<file path="src/rtl/gfsk_demodulation.sv">
// GFSK demodulator: a cross-product frequency discriminator feeds an integrate-and-dump bit slicer.
// Optional macro GFSK_DEMOD_DISCRIM_OUT_EN exposes the stage-2 discriminator value and its strobe.
module gfsk_demodulation #(
    parameter int SAMPLE_PER_SYMBOL = 8,
    parameter int IQ_BIT_WIDTH      = 8,
    parameter int ACC_BIT_WIDTH     = 2*IQ_BIT_WIDTH+5
) (
    input  logic                           clk,
    input  logic                           rst,
    input  logic signed [IQ_BIT_WIDTH-1:0] i_in,
    input  logic signed [IQ_BIT_WIDTH-1:0] q_in,
    input  logic                           iq_valid,
    input  logic                           iq_valid_last,
    output logic                           phy_bit,
    output logic                           bit_valid,
    output logic                           bit_valid_last
`ifdef GFSK_DEMOD_DISCRIM_OUT_EN
    ,
    output logic signed [2*IQ_BIT_WIDTH:0] discrim_out,
    output logic                           discrim_out_valid
`endif
);

    localparam int PW    = 2*IQ_BIT_WIDTH;
    localparam int DW    = PW+1;
    localparam int CNT_W = $clog2(SAMPLE_PER_SYMBOL);
    localparam logic [CNT_W-1:0] CNT_LAST = CNT_W'(SAMPLE_PER_SYMBOL-1);

    logic signed [IQ_BIT_WIDTH-1:0]  prev_i_reg, prev_q_reg;
    logic signed [PW-1:0]            prod_a_reg, prod_b_reg;
    logic                            s1_valid_reg, s1_last_reg;
    logic signed [DW-1:0]            d_reg;
    logic                            s2_valid_reg, s2_last_reg;
    logic signed [ACC_BIT_WIDTH-1:0] acc_reg;
    logic        [CNT_W-1:0]         cnt_reg;
    logic                            phy_bit_reg, bit_valid_reg, bit_last_reg;

    logic signed [ACC_BIT_WIDTH-1:0] acc_sum;
    logic                            close_sym;

    // Stage 1: cross products against the previous sample; a last sample zeroes
    // the history so the next packet's first discriminator output is 0.
    always_ff @(posedge clk) begin
        if (!rst) begin
            prev_i_reg   <= '0;
            prev_q_reg   <= '0;
            prod_a_reg   <= '0;
            prod_b_reg   <= '0;
            s1_valid_reg <= 1'b0;
            s1_last_reg  <= 1'b0;
        end else begin
            s1_valid_reg <= iq_valid;
            s1_last_reg  <= iq_valid & iq_valid_last;
            if (iq_valid) begin
                prod_a_reg <= PW'(prev_i_reg) * PW'(q_in);
                prod_b_reg <= PW'(prev_q_reg) * PW'(i_in);
                prev_i_reg <= iq_valid_last ? '0 : i_in;
                prev_q_reg <= iq_valid_last ? '0 : q_in;
            end
        end
    end

    // Stage 2: full-width difference, positive for counter-clockwise rotation.
    always_ff @(posedge clk) begin
        if (!rst) begin
            d_reg        <= '0;
            s2_valid_reg <= 1'b0;
            s2_last_reg  <= 1'b0;
        end else begin
            s2_valid_reg <= s1_valid_reg;
            s2_last_reg  <= s1_last_reg;
            if (s1_valid_reg) begin
                d_reg <= DW'(prod_a_reg) - DW'(prod_b_reg);
            end
        end
    end

    always_comb begin
        acc_sum   = acc_reg + ACC_BIT_WIDTH'(d_reg);
        close_sym = s2_valid_reg & (s2_last_reg | (cnt_reg == CNT_LAST));
    end

    // Stage 3: integrate and dump; the decision uses the sum including this d.
    always_ff @(posedge clk) begin
        if (!rst) begin
            acc_reg       <= '0;
            cnt_reg       <= '0;
            phy_bit_reg   <= 1'b0;
            bit_valid_reg <= 1'b0;
            bit_last_reg  <= 1'b0;
        end else begin
            bit_valid_reg <= close_sym;
            bit_last_reg  <= close_sym & s2_last_reg;
            if (s2_valid_reg) begin
                if (close_sym) begin
                    acc_reg     <= '0;
                    cnt_reg     <= '0;
                    phy_bit_reg <= ~acc_sum[ACC_BIT_WIDTH-1] & (|acc_sum);
                end else begin
                    acc_reg <= acc_sum;
                    cnt_reg <= cnt_reg + 1'b1;
                end
            end
        end
    end

    assign phy_bit        = phy_bit_reg;
    assign bit_valid      = bit_valid_reg;
    assign bit_valid_last = bit_last_reg;

`ifdef GFSK_DEMOD_DISCRIM_OUT_EN
    assign discrim_out       = d_reg;
    assign discrim_out_valid = s2_valid_reg;
`endif

endmodule

</file>
<file path="config.mk">
export PLATFORM = sky130hd
export DESIGN_NAME = gfsk_demodulation
export DESIGN_NICKNAME = d
export VERILOG_FILES = /design/src/rtl/gfsk_demodulation.sv
export SDC_FILE = /design/constraint.sdc
export NUM_CORES = 1
export LEC_CHECK = 0
export ABC_AREA = 1
export CAP_MARGIN = 20
export CORE_ASPECT_RATIO = 1.25
export CORE_MARGIN = 1
export CORE_UTILIZATION = 65
export CTS_CLUSTER_DIAMETER = 120
export CTS_CLUSTER_SIZE = 16
export DETAILED_ROUTE_END_ITERATION = 10
export PLACE_DENSITY = 0.83
export SYNTH_ARGS = -nofsm -noshare
export SYNTH_HDL_FRONTEND = slang
export SYNTH_SLANG_ARGS = --single-unit
</file>
<file path="constraint.sdc">
create_clock -name clk -period 6 [get_ports clk]
set_input_delay 1.2 -clock clk [delete_from_list [all_inputs] [get_ports clk]]
set_output_delay 1.2 -clock clk [all_outputs]
set_load 0.1 [all_outputs]
</file>
# After elaboration in Yosys (flattened, before gate mapping)
# Cells that the tools add are included.
# totals
register_bits	96
output_inout_bits	3
# classes
n_addsub	3
multipliers	2
eq_ne	1
muxes	4
bitwise_logic	6
n_reduce_logical	2
# op_table
operator	n
$mul A8 B8 Y16	2
$add A21 B17 Y21	1
$mux W21	1
$reduce_or A21 Y1	1
$sub A16 B16 Y17	1
$mux W8	2
$and A1 B1 Y1	4
$add A3 B1 Y3 const B	1
$eq A3 B3 Y1 const B	1
$mux W3	1
$reduce_and A2 Y1	1
$not A1 Y1	1
$or A1 B1 Y1	1

# Logic depth before layout (Yosys ltp)
# depth
depth_word	4
depth_mapped	22
ltp_nobuf	21

# Least setup slack after synthesis
# Ideal clock, no wire load.
# synth_timing
path_kind	input to register
start	in i_in[7]
end	reg prod_b_reg[14]
setup_time_ns	0.114
arrival_time_ns	5.076
t_required_ns	5.886
path_slack_ns	0.810
path_stages	20
path_cell_list	inv_1 > or2_2 > fa_1 > fa_1 > inv_1 > fa_1 > inv_1 > fa_1 > inv_1 > ha_1 > a21oi_1 > o21ai_1 > a21oi_1 > o21ai_1 > a21oi_1 > o21ai_1 > nand2_1 > nand2_1 > o21bai_1 > inv_1
# synth_via
elab_chain_cells	1
# synth_lines
element	line	text
from (decl)	10	input logic signed [IQ_BIT_WIDTH-1:0] i_in,
$mul A8 B8 Y16	56	prod_b_reg <= PW'(prev_q_reg) * PW'(i_in);
to (signal assigned)	56	
to (decl)	30	logic signed [PW-1:0] prod_a_reg, prod_b_reg;
# No other way between the ends.
# A chain may end at the register's enable or synchronous reset.

# Worst setup path after layout
# Ends and elaborated chain as after synthesis.

==> impl_metrics.json <==
{
  "num_rows": 51,
  "crit_cells": 21,
  "stdcell_area_sq_um": 11300,
  "r2r_start": "prev_q_reg[0]",
  "place_congestion": 0.964,
  "drt-wirelength-per-cell_um": 14.0,
  "netlist_area_sq_um": 10600,
  "cts_root_buffer": "clkbuf_16",
  "leakagePower_nw": 6.43,
  "yosysUniqueCellTypes": 40,
  "cp_common_cell": "inv_1",
  "fin_skew_ns": 0.0120,
  "synth_warnings": 0,
  "numCtsBuffers": 9,
  "final.period_utilization": 0.911,
  "cts_resized": 0,
  "drc": 0,
  "path_cells": "clkdlybuf4s50_1 > inv_1 > or2_2 > fa_1 > fa_1 > inv_1 > fa_1 > inv_1 > fa_1 > inv_1 > ha_1 > a21oi_1 > o21ai_1 > a21oi_1 > o21ai_1 > a21oi_1 > o21ai_1 > nand2_1 > nand2_1 > o21bai_1 > inv_1",
  "setup_viol": 0,
  "cpPeakStageDelay_ns": 0.56,
  "grt_first_pass_wirelength_um": 40500,
  "diodes": 0,
  "clockBufferDepth": 2,
  "switchingPower_w": 0.00129,
  "worstPathArrival_ns": 5.73,
  "cp_top_family": "adder cells",
  "tightest_slew_ns": 0.963,
  "synthAdderAreaFrac": 0.323,
  "required_ns": 6.26,
  "io_pins": 23,
  "cp-end-kind": "flip-flop",
  "seq_area_frac_synth": 0.181,
  "path_clk_slew_ns": 0.07,
  "finalWirelength_um": 23900,
  "dp_hpwl_um": 19000,
  "critical_path_buf_inv_count": 6,
  "fp.dieH_um": 145,
  "grt_max_degree": 56,
  "vdd_drop_max_uv": 141,
  "initial_utilization": 0.673,
  "yosys.area.top_type": "fa_1",
  "drt-initial-drc-count": 488,
  "avgViaCountPerCell": 5.25,
  "multi_input_area_sq_um": 7100,
  "path_class": "primary input to flip-flop",
  "combPwrFrac": 0.526,
  "synth-simple-area-share": 0.198,
  "synth-compound-area-share": 0.110,
  "fmax_ghz": 0.183,
  "tns_ns": 0,
  "clkPwrFrac": 0.212,
  "startpoint": "i_in[7]",
  "hold_buffers": 0,
  "coreArea_sq_um": 15800,
  "grt_use_total": 0.302,
  "synthMuxAreaShare": 0,
  "slew_headroom": 0.356,
  "via_count": 8985,
  "finalCriticalPeriod_ns": 5.47,
  "area_delta_synth_final_pct": 6.36,
  "r2r_cells": 19,
  "seqPwrFrac": 0.262,
  "critPathMaxFanout": 4,
  "syn-num-nets": 1733,
  "antenna_found_initial": 0,
  "grt_pass1_vias": 9121,
  "ys_seq_elements": 96,
  "reg2reg_to": "prod_b_reg[14]",
  "p_per_area_nw_per_um2": 258,
  "p_int_w": 0.00162,
  "cts.sinks": 96,
  "avgSynthCellArea_sq_um": 7.07,
  "p_sw_frac": 0.443,
  "outcome": "completed",
  "hold_violations": 0,
  "placed_cell_area_sq_um": 11000,
  "synth_top_family_by_area": "adder cells",
  "cts_tree": "done",
  "gr-total-overflow": 0,
  "netlist_instances": 1505,
  "synth_xor_area_frac": 0.0354,
  "die_w_um": 116,
  "clock_latency_ns": 0.36,
  "holdPathStages": 2,
  "critPathCapture": "prod_b_reg[14]",
  "htree_levels": 3,
  "crit_path_start_kind": "primary input",
  "holdCritPathClass": "flip-flop to flip-flop",
  "slew_violations": 0,
  "numPortBuffers": 22,
  "drv_cap": 0,
  "post-cts-setup-buffers": 0,
  "fill_cells": 1308,
  "ant_nets": 0,
  "nNetsFinal": 1722,
  "largest_reg_flops": 21,
  "drive_gt1_frac": 0.0347,
  "drtPass1Iterations": 5,
  "yosysTopAreaCellShare": 0.211,
  "seqCellArea_sq_um": 1920,
  "rsz0062_at_grt": "no",
  "regToRegSetupSlack_ns": 1.42,
  "die_area_sq_um": 16900,
  "synthTopCellsByArea": "fa_1 (21%), dfxtp_1 (18%), inv_1 (13%), ha_1 (11%), nand2_1 (11%)",
  "critPathSlowestCell": "fa_1"
}
## through the flow
step / hold WS [ns] / setup slack, ns / std cells / power (W) / util
2_1_floorplan: 0.390 / 0.810 / 1505 / 0.00193 / -
3_3_place_gp: 0.429 / 0.243 / 1695 / 0.00225 / 0.696
3_5_place_dp: 0.437 / 0.155 / 1695 / 0.00229 / 0.696
4_1_cts: 0.440 / 0.532 / 1711 / 0.00292 / 0.716
5_1_grt: 0.453 / 0.216 / 1711 / 0.00317 / 0.716
6_report: 0.437 / 0.532 / 1711 / 0.00292 / 0.716
## placed cells by master, fill, tap and decap left out, drive strengths merged
| master | instances |
|---|---|
| dfxtp | 96 |
| clkbuf | 9 |
| a21o | 6 |
| and2 | 1 |
| a21oi | 110 |
| bufinv | 1 |
| nor2 | 96 |
| ha | 96 |
| o21bai | 7 |
| clkinvlp | 1 |
| clkdlybuf4s50 | 22 |
| fa | 112 |
| a31o | 1 |
| nand2 | 323 |
| nand3b | 6 |
| or2 | 7 |
| clkinv | 4 |
| buf | 13 |
| nor3 | 9 |
| xor2 | 24 |
| nand3 | 60 |
| inv | 376 |
| o221ai | 1 |
| o21a | 1 |
| xnor2 | 19 |
| a31oi | 3 |
| a211oi | 3 |
| nand4 | 11 |
| o21ai | 74 |
| o211ai | 6 |
| o31ai | 1 |
## cells by family (layout without fill, tap and decap cells)
group | after synthesis | in the layout
flip-flops | 96 | 96
AO/OA/AOI/OAI | 213 | 213
adder cells (fa/ha/maj) | 208 | 208
buffers and inverters | 432 | 426
AND/OR/NAND/NOR | 513 | 513
XOR/XNOR | 43 | 43
## worst register-to-register path: stages (launching register included)
cell and delay [ns]:
dfxtp_1 0.41, or2_2 0.35, fa_1 0.52, fa_1 0.56, inv_1 0.06, fa_1 0.53
inv_1 0.05, fa_1 0.52, inv_1 0.04, ha_1 0.34, a21oi_1 0.14, o21ai_1 0.10
a21oi_1 0.21, o21ai_1 0.12, a21oi_1 0.13, o21ai_1 0.09, nand2_1 0.06, nand2_1 0.04
o21bai_1 0.13, inv_1 0.04
## worst min path at each step
stage                start              to  slack (ns)
6_report       s1_last_reg     s2_last_reg        0.44
2_1_floorplan  s1_last_reg     s2_last_reg        0.39
5_1_grt        s1_last_reg     s2_last_reg        0.45
3_3_place_gp   s2_last_reg  bit_valid_last        0.43
3_5_place_dp   s1_last_reg     s2_last_reg        0.44
4_1_cts        s1_last_reg     s2_last_reg        0.44
## power groups by stage
stage          Sequential (W)  Clock [W]  Combinational (W)
5_1_grt              0.000771   0.000644            0.00175
4_1_cts              0.000762   0.000619            0.00153
2_1_floorplan        0.000744          0            0.00119
3_3_place_gp         0.000776          0            0.00147
6_report             0.000763   0.000618            0.00154
3_5_place_dp         0.000777          0            0.00151
## layout make-up
cell class                      instances  share of cell area
Clock inverter                          7             0.00762
Timing Repair Buffer                   35              0.0281
Tap cell                              212              0.0234
Multi-Input combinational cell        977               0.627
Sequential cell                        96               0.170
Inverter                              375               0.124
Clock buffer                            9              0.0199
## per-layer routing
| layer | global-route usage | up-vias | routed length (um) |
|---|---|---|---|
| met5 | 0 | - | 0 |
| met4 | 0.171 | 0 | 1300 |
| met3 | 0.0322 | 68 | 801 |
| met2 | 0.533 | 203 | 12200 |
| met1 | 0.346 | 4187 | 9660 |
| li1 | - | 4527 | - |
## cell usage after synthesis (all sizes together)
master	instances
a31oi	3
dfxtp	96
clkinv	2
a211oi	3
xor2	24
inv	373
buf	2
and2	1
a21o	6
clkbuf	55
o21bai	7
xnor2	19
ha	96
o221ai	1
a21oi	110
nand3	60
nand3b	6
nand2	323
nor3	9
fa	112
nand4	11
a31o	1
or2	7
o31ai	1
o21a	1
o21ai	74
nor2	96
o211ai	6
No activity file was read; power rests on OpenSTA's default activity.
